## src/rtl/multicycle_ctrl_fsm.sv

```systemverilog
// rtl/multicycle_ctrl_fsm.sv - multicycle RV32I sequencer driving a shared ALU and memory port
module multicycle_ctrl_fsm #(
    parameter int OP_CODE_WIDTH = 7,
    parameter int FUNCT3_WIDTH  = 3,
    parameter int FUNCT7_WIDTH  = 7,
    parameter int MEM_TIMEOUT   = 16
) (
    input  logic                     i_clk,
    input  logic                     i_reset_n,
    input  logic [OP_CODE_WIDTH-1:0] i_op_code,
    input  logic [FUNCT3_WIDTH-1:0]  i_funct3,
    input  logic [FUNCT7_WIDTH-1:0]  i_funct7,
    input  logic                     i_alu_zero_flag,
    input  logic                     i_mem_ready,
    output logic                     o_mem_req,
    output logic                     o_mem_we,
    output logic                     o_adr_src,
    output logic                     o_ir_wr,
    output logic                     o_pc_wr,
    output logic [1:0]               o_alu_src_a,
    output logic [1:0]               o_alu_src_b,
    output logic [3:0]               o_alu_op,
    output logic [1:0]               o_imm_sel,
    output logic [1:0]               o_result_sel,
    output logic                     o_reg_file_wr_en,
    output logic                     o_illegal_instr,
    output logic                     o_bus_error,
    output logic [3:0]               o_state
);

    typedef enum logic [3:0] {
        S_IDLE     = 4'd0,
        S_FETCH    = 4'd1,
        S_DECODE   = 4'd2,
        S_MEM_ADR  = 4'd3,
        S_MEM_RD   = 4'd4,
        S_MEM_WB   = 4'd5,
        S_MEM_WR   = 4'd6,
        S_EXEC_R   = 4'd7,
        S_EXEC_I   = 4'd8,
        S_ALU_WB   = 4'd9,
        S_BRANCH   = 4'd10,
        S_JAL      = 4'd11,
        S_JALR_ADR = 4'd12,
        S_JALR     = 4'd13,
        S_ILLEGAL  = 4'd14
    } state_t;

    localparam logic [6:0] OPC_LOAD   = 7'b0000011;
    localparam logic [6:0] OPC_STORE  = 7'b0100011;
    localparam logic [6:0] OPC_R      = 7'b0110011;
    localparam logic [6:0] OPC_I      = 7'b0010011;
    localparam logic [6:0] OPC_BRANCH = 7'b1100011;
    localparam logic [6:0] OPC_JAL    = 7'b1101111;
    localparam logic [6:0] OPC_JALR   = 7'b1100111;

    localparam logic [3:0] ALU_ADD  = 4'b0000;
    localparam logic [3:0] ALU_SUB  = 4'b0001;
    localparam logic [3:0] ALU_SLL  = 4'b0010;
    localparam logic [3:0] ALU_SLT  = 4'b0011;
    localparam logic [3:0] ALU_SLTU = 4'b0100;
    localparam logic [3:0] ALU_XOR  = 4'b0101;
    localparam logic [3:0] ALU_SRL  = 4'b0110;
    localparam logic [3:0] ALU_SRA  = 4'b0111;
    localparam logic [3:0] ALU_OR   = 4'b1000;
    localparam logic [3:0] ALU_AND  = 4'b1001;

    localparam int              CW        = (MEM_TIMEOUT < 1) ? 1 : $clog2(MEM_TIMEOUT + 1);
    localparam logic [CW-1:0]   TMO_LIMIT = CW'(MEM_TIMEOUT);

    state_t        state;
    logic [CW-1:0] wait_cnt;
    logic [6:0]    opc;
    logic [2:0]    f3;
    logic          f7_b5;
    logic          waiting;
    logic          timed_out;
    logic          mem_done;
    logic [3:0]    alu_fn;
    logic          unused_funct7;

    assign opc           = i_op_code[6:0];
    assign f3            = i_funct3[2:0];
    assign f7_b5         = i_funct7[5];
    assign unused_funct7 = ^{i_funct7[FUNCT7_WIDTH-1:6], i_funct7[4:0]};

    assign waiting   = (state == S_FETCH) || (state == S_MEM_RD) || (state == S_MEM_WR);
    assign timed_out = (MEM_TIMEOUT != 0) && waiting && (wait_cnt == TMO_LIMIT);
    assign mem_done  = waiting && i_mem_ready && !timed_out;

    // Counter is zero in every non-waiting state, so entering a waiting state always starts from 0.
    always_ff @(posedge i_clk or negedge i_reset_n) begin
        if (!i_reset_n) begin
            state    <= S_IDLE;
            wait_cnt <= '0;
        end else begin
            if ((MEM_TIMEOUT != 0) && waiting && !i_mem_ready && !timed_out)
                wait_cnt <= wait_cnt + CW'(1);
            else
                wait_cnt <= '0;

            case (state)
                S_IDLE:   state <= S_FETCH;
                S_FETCH:  if (mem_done) state <= S_DECODE;
                S_DECODE: begin
                    case (opc)
                        OPC_LOAD, OPC_STORE: state <= S_MEM_ADR;
                        OPC_R:               state <= S_EXEC_R;
                        OPC_I:               state <= S_EXEC_I;
                        OPC_BRANCH:          state <= S_BRANCH;
                        OPC_JAL:             state <= S_JAL;
                        OPC_JALR:            state <= S_JALR_ADR;
                        default:             state <= S_ILLEGAL;
                    endcase
                end
                S_MEM_ADR: begin
                    if (f3 != 3'b010)          state <= S_ILLEGAL;
                    else if (opc == OPC_STORE) state <= S_MEM_WR;
                    else                       state <= S_MEM_RD;
                end
                S_MEM_RD: begin
                    if (timed_out)     state <= S_FETCH;
                    else if (mem_done) state <= S_MEM_WB;
                end
                S_MEM_WB:   state <= S_FETCH;
                S_MEM_WR:   if (timed_out || mem_done) state <= S_FETCH;
                S_EXEC_R:   state <= S_ALU_WB;
                S_EXEC_I:   state <= S_ALU_WB;
                S_ALU_WB:   state <= S_FETCH;
                S_BRANCH:   state <= (f3[2:1] == 2'b00) ? S_FETCH : S_ILLEGAL;
                S_JAL:      state <= S_ALU_WB;
                S_JALR_ADR: state <= S_JALR;
                S_JALR:     state <= S_ALU_WB;
                S_ILLEGAL:  state <= S_FETCH;
                default:    state <= S_IDLE;
            endcase
        end
    end

    // funct7[5] selects sub only for register ops; for immediates it is an immediate bit except on shifts.
    always_comb begin
        alu_fn = ALU_ADD;
        case (f3)
            3'b000:  alu_fn = (f7_b5 && (state == S_EXEC_R)) ? ALU_SUB : ALU_ADD;
            3'b001:  alu_fn = ALU_SLL;
            3'b010:  alu_fn = ALU_SLT;
            3'b011:  alu_fn = ALU_SLTU;
            3'b100:  alu_fn = ALU_XOR;
            3'b101:  alu_fn = f7_b5 ? ALU_SRA : ALU_SRL;
            3'b110:  alu_fn = ALU_OR;
            default: alu_fn = ALU_AND;
        endcase
    end

    always_comb begin
        o_mem_req        = 1'b0;
        o_mem_we         = 1'b0;
        o_adr_src        = 1'b0;
        o_ir_wr          = 1'b0;
        o_pc_wr          = 1'b0;
        o_alu_src_a      = 2'b00;
        o_alu_src_b      = 2'b00;
        o_alu_op         = ALU_ADD;
        o_imm_sel        = 2'b00;
        o_result_sel     = 2'b00;
        o_reg_file_wr_en = 1'b0;
        o_illegal_instr  = 1'b0;
        o_bus_error      = 1'b0;
        o_state          = state;

        if (state != S_IDLE) begin
            case (opc)
                OPC_STORE:  o_imm_sel = 2'b01;
                OPC_BRANCH: o_imm_sel = 2'b10;
                OPC_JAL:    o_imm_sel = 2'b11;
                default:    o_imm_sel = 2'b00;
            endcase
        end

        case (state)
            S_FETCH: begin
                o_mem_req    = !timed_out;
                o_alu_src_b  = 2'b10;
                o_result_sel = 2'b10;
                o_ir_wr      = mem_done;
                o_pc_wr      = mem_done;
                o_bus_error  = timed_out;
            end
            S_DECODE: begin
                o_alu_src_a = 2'b01;
                o_alu_src_b = 2'b01;
            end
            S_MEM_ADR, S_JALR_ADR: begin
                o_alu_src_a = 2'b10;
                o_alu_src_b = 2'b01;
            end
            S_MEM_RD: begin
                o_mem_req   = !timed_out;
                o_adr_src   = 1'b1;
                o_bus_error = timed_out;
            end
            S_MEM_WB: begin
                o_result_sel     = 2'b01;
                o_reg_file_wr_en = 1'b1;
            end
            S_MEM_WR: begin
                o_mem_req   = !timed_out;
                o_mem_we    = !timed_out;
                o_adr_src   = 1'b1;
                o_bus_error = timed_out;
            end
            S_EXEC_R: begin
                o_alu_src_a = 2'b10;
                o_alu_op    = alu_fn;
            end
            S_EXEC_I: begin
                o_alu_src_a = 2'b10;
                o_alu_src_b = 2'b01;
                o_alu_op    = alu_fn;
            end
            S_ALU_WB: o_reg_file_wr_en = 1'b1;
            S_BRANCH: begin
                o_alu_src_a = 2'b10;
                o_alu_op    = ALU_SUB;
                o_pc_wr     = ((f3 == 3'b000) && i_alu_zero_flag) ||
                              ((f3 == 3'b001) && !i_alu_zero_flag);
            end
            S_JAL, S_JALR: begin
                o_alu_src_a = 2'b01;
                o_alu_src_b = 2'b10;
                o_pc_wr     = 1'b1;
            end
            S_ILLEGAL: o_illegal_instr = 1'b1;
            default: ;
        endcase
    end

endmodule

```

## config.mk

```make
export PLATFORM = sky130hd
export DESIGN_NAME = multicycle_ctrl_fsm
export DESIGN_NICKNAME = d
export VERILOG_FILES = /design/src/rtl/multicycle_ctrl_fsm.sv
export SDC_FILE = /design/constraint.sdc
export NUM_CORES = 1
export LEC_CHECK = 0
export CORE_MARGIN = 10
export CORE_UTILIZATION = 38
export DETAILED_ROUTE_END_ITERATION = 16
export GPL_TIMING_DRIVEN = 0
export PLACE_DENSITY = 0.77
export SYNTH_ARGS = -nofsm -noshare
export SYNTH_HDL_FRONTEND = slang
export SYNTH_SLANG_ARGS = --single-unit
```

## constraint.sdc

```tcl
create_clock -name i_clk -period 1.6 [get_ports i_clk]
set_clock_uncertainty 0.05 [all_clocks]
set_input_delay 0.24 -clock i_clk [delete_from_list [all_inputs] [get_ports i_clk]]
set_output_delay 0.24 -clock i_clk [all_outputs]
set_load 0.01 [all_outputs]
```

==> flow_summary.toml <==
[worst_setup_path]
worstPathMaxFanout = 6
critPathArrivalTime_ns = 1.64
worstPathRequired_ns = 1.31
start_kind = "input pin"
critical_path_class = "in2out"
cp-end-kind = "output port"

[yosys]
synth_top_family_by_area = "simple AND/OR/NAND/NOR gates"
synth_cells = 138
ys_types = 48
netlist_area_um2 = 1011
ys_seq_area_share_pct = 22.28
muxShareOfSynthArea_pct = 2.228
yosys_warnings = 0
synthArstFlopShare_pct = 100.0
synth_compound_area_share_pct = 27.10
synth_edf_count = 0
ys.flop_type = "dfrtp_1"
avgSynthCellArea_um2 = 7.326
synth-simple-area-share_pct = 34.65
syn-num-nets = 161
ys_ff_latch = 9
yosys.area_share.adder_pct = 2.475
yosys.area_share.xor_xnor_pct = 3.465

[layout]
fin_cells = 249
regArea_um2 = 229.0
final_util_pct = 81.08
multi_input_area_um2 = 983.4
syn_to_final_growth_pct = 100.5
diodes = 0
fillers = 135
nets = 243
layout-drive-gt1-share_pct = 54.79

[power_and_ir_drop]
comb_power_share_pct = 84.3
clkPwrFrac_pct = 5.2
p_seq_share_pct = 10.5
p_sw_share_pct = 46.91
p_switching_uw = 1671
internal_power_uw = 1891
p_leak_uw = 0.0009053
ir_worst_vdd_mv = 1.431
power_density_nw_per_um2 = 1757

[sta]
slew_viol_final = 0
fin_ws_ns = -0.3344
worst_slew_pin_slew_ns = 0.4295
setup_viol = 23
rsz0062_at_grt = "yes"
period_needed_ns = 1.934
fin_crit_sh_pct = 120.9
slew_headroom_pct = 71.27
max_freq_mhz = 517.0
hold_viol_final = 0

[clock_tree]
clk_pin_slew_ns = 0.06
cts_max_path_buffers = 2
clock_sinks = 9
htree_num_levels = 1
cts_buffers = 3
clk_latency_ns = 0.27
tritoncts = "done"
cts_root_buffer = "clkbuf_4"

[grt]
gr-usage-all-layers_pct = 14.94
grt_pass1_wl_um = 6492
grt_start_max_net_pins = 11
overflow = 0
grt_pass1_vias = 1349
antenna_found_initial = 0

[routing]
dr.pass1.iters = 4
post-route-drc-count = 0
wl_per_cell_um = 20.57
drtAntennaViolNets = 0
wl_um = 5121
route.vias.total = 1511
avgViaCountPerCell = 6.068
drt-initial-drc-count = 143

[hold_path]
hp-class = "in2async"

[floorplan]
rows = 18
io_pins = 45
dieArea_um2 = 5124
die_y_um = 71.58
core_area_um2 = 2500
die_w_um = 71.58
initial_core_util_pct = 40.44

[placement]
post-place-cells = 205
place_congestion = 0.9166
dp_hpwl_um = 2540
place_ws_ns = -0.8598
port_buffers = 37

[run_status]
violations = "negative setup slack"
status = "finished with violations"

[job]
max_cap_viol_count = 0
power groups by stage:
stage / Sequential (uW) / Clock (uW) / Combinational [uW]
5_1_grt: 382 / 202 / 3150
3_3_place_gp: 385 / 0 / 1600
6_report: 374 / 184 / 3000
4_1_cts: 377 / 184 / 2240
2_1_floorplan: 388 / 0 / 949
3_5_place_dp: 391 / 0 / 1610
worst paths after layout:
path	start	endpoint	slack [ns]	cells past startpoint
max reg2reg	wait_cnt[0]	o_state[2]	-0.12	7
min in group i_clk	i_op_code[3]	o_state[0]	0.53	4
max in group asynchronous	i_reset_n	o_state[0]	0.96	1
min reg2reg	wait_cnt[3]	wait_cnt[3]	0.55	2
max	i_funct3[2]	o_alu_op[0]	-0.33	6
min	i_reset_n	wait_cnt[4]	0.22	1
sequential cells by signal, summed over array words and instances (netlist names):
| signal | count |
|---|---|
| o_state | 4 |
| wait_cnt | 5 |
worst max-delay path, stage by stage:
cell and delay, ns:
clkdlybuf4s50_1 0.52, nor2_1 0.31, inv_1 0.14, o221ai_1 0.19, o21ai_1 0.09, buf_2 0.15
cell type report:
cell class,instances,area share [%]
Multi-Input combinational cell,113,48.52
Timing Repair Buffer,79,32.90
Sequential cell,9,11.30
Inverter,10,2.099
Buffer,4,2.037
Tap cell,30,1.852
Clock buffer,4,1.296
per-layer routing:
layer,up-vias,track usage (%),part of all wire (%)
met2,94,26.47,50
li1,670,-,-
met1,722,16.43,37
met5,-,0,0
met4,0,5.591,4.9
met3,25,4.132,7.7
stage by stage:
step | area [um2] | power, uW | setup TNS, ns | hold WS [ns]
floorplan | 1013 | 1337 | -0.05143 | -0.1056
global placement | 1421 | 1981 | -7.879 | 0.4148
detailed placement | 1421 | 2000 | -8.372 | 0.4238
CTS | 1738 | 2806 | -3.078 | 0.2272
global route | 2027 | 3730 | -5.483 | 0.2409
finish | 2027 | 3562 | -3.905 | 0.2224
what timing repair did:
item | in CTS | in global routing
buffers inserted | 27 | 15
pin swaps | 9 | 11
gates resized for setup | 127 | 44
hold buffers | 0 | 0
endpoints found under the setup margin | 24 | 26
cells in the mapped netlist, drive strengths merged (3+ instances only):
cell type	count	area share, %
o21ai	8	4.0
nor3	5	3.0
nor2	26	11
a21oi	9	4.5
nand2b	6	4.5
xor2	3	2.6
nand2	11	4.1
dfrtp	9	22
buf	5	3.7
inv	10	3.7
nor2b	3	1.9
o221ai	3	2.6
nand3	4	2.0
cells in the final DEF, fill, tap and decap left out, types with 3 or more instances in the layout:
cell type and instances:
nand3_1 3, xor2_1 3, nor2_2 4, a21oi_2 3
inv_1 7, dfrtp_1 6, buf_2 15, clkbuf_4 3
clkdlybuf4s50_1 11, dfrtp_2 3, buf_6 17, nand2_4 4
o21ai_0 7, nor2_4 6, nand2_1 6, a21oi_1 6
dlygate4sd2_1 4, nor2_1 16, nand2b_4 3, buf_4 31
cell families (layout without fill, tap and decap cells):
kind of cell / after synthesis / in the layout
AOI/OAI and AO/OA: 39 / 39
and+or+nand+nor: 66 / 66
adders and majority gates: 2 / 2
buffers and inverters: 16 / 97
xor gates and xnor gates: 4 / 4
DFF: 9 / 9
muxes: 2 / 2
(Power assumes the default switching activity.)
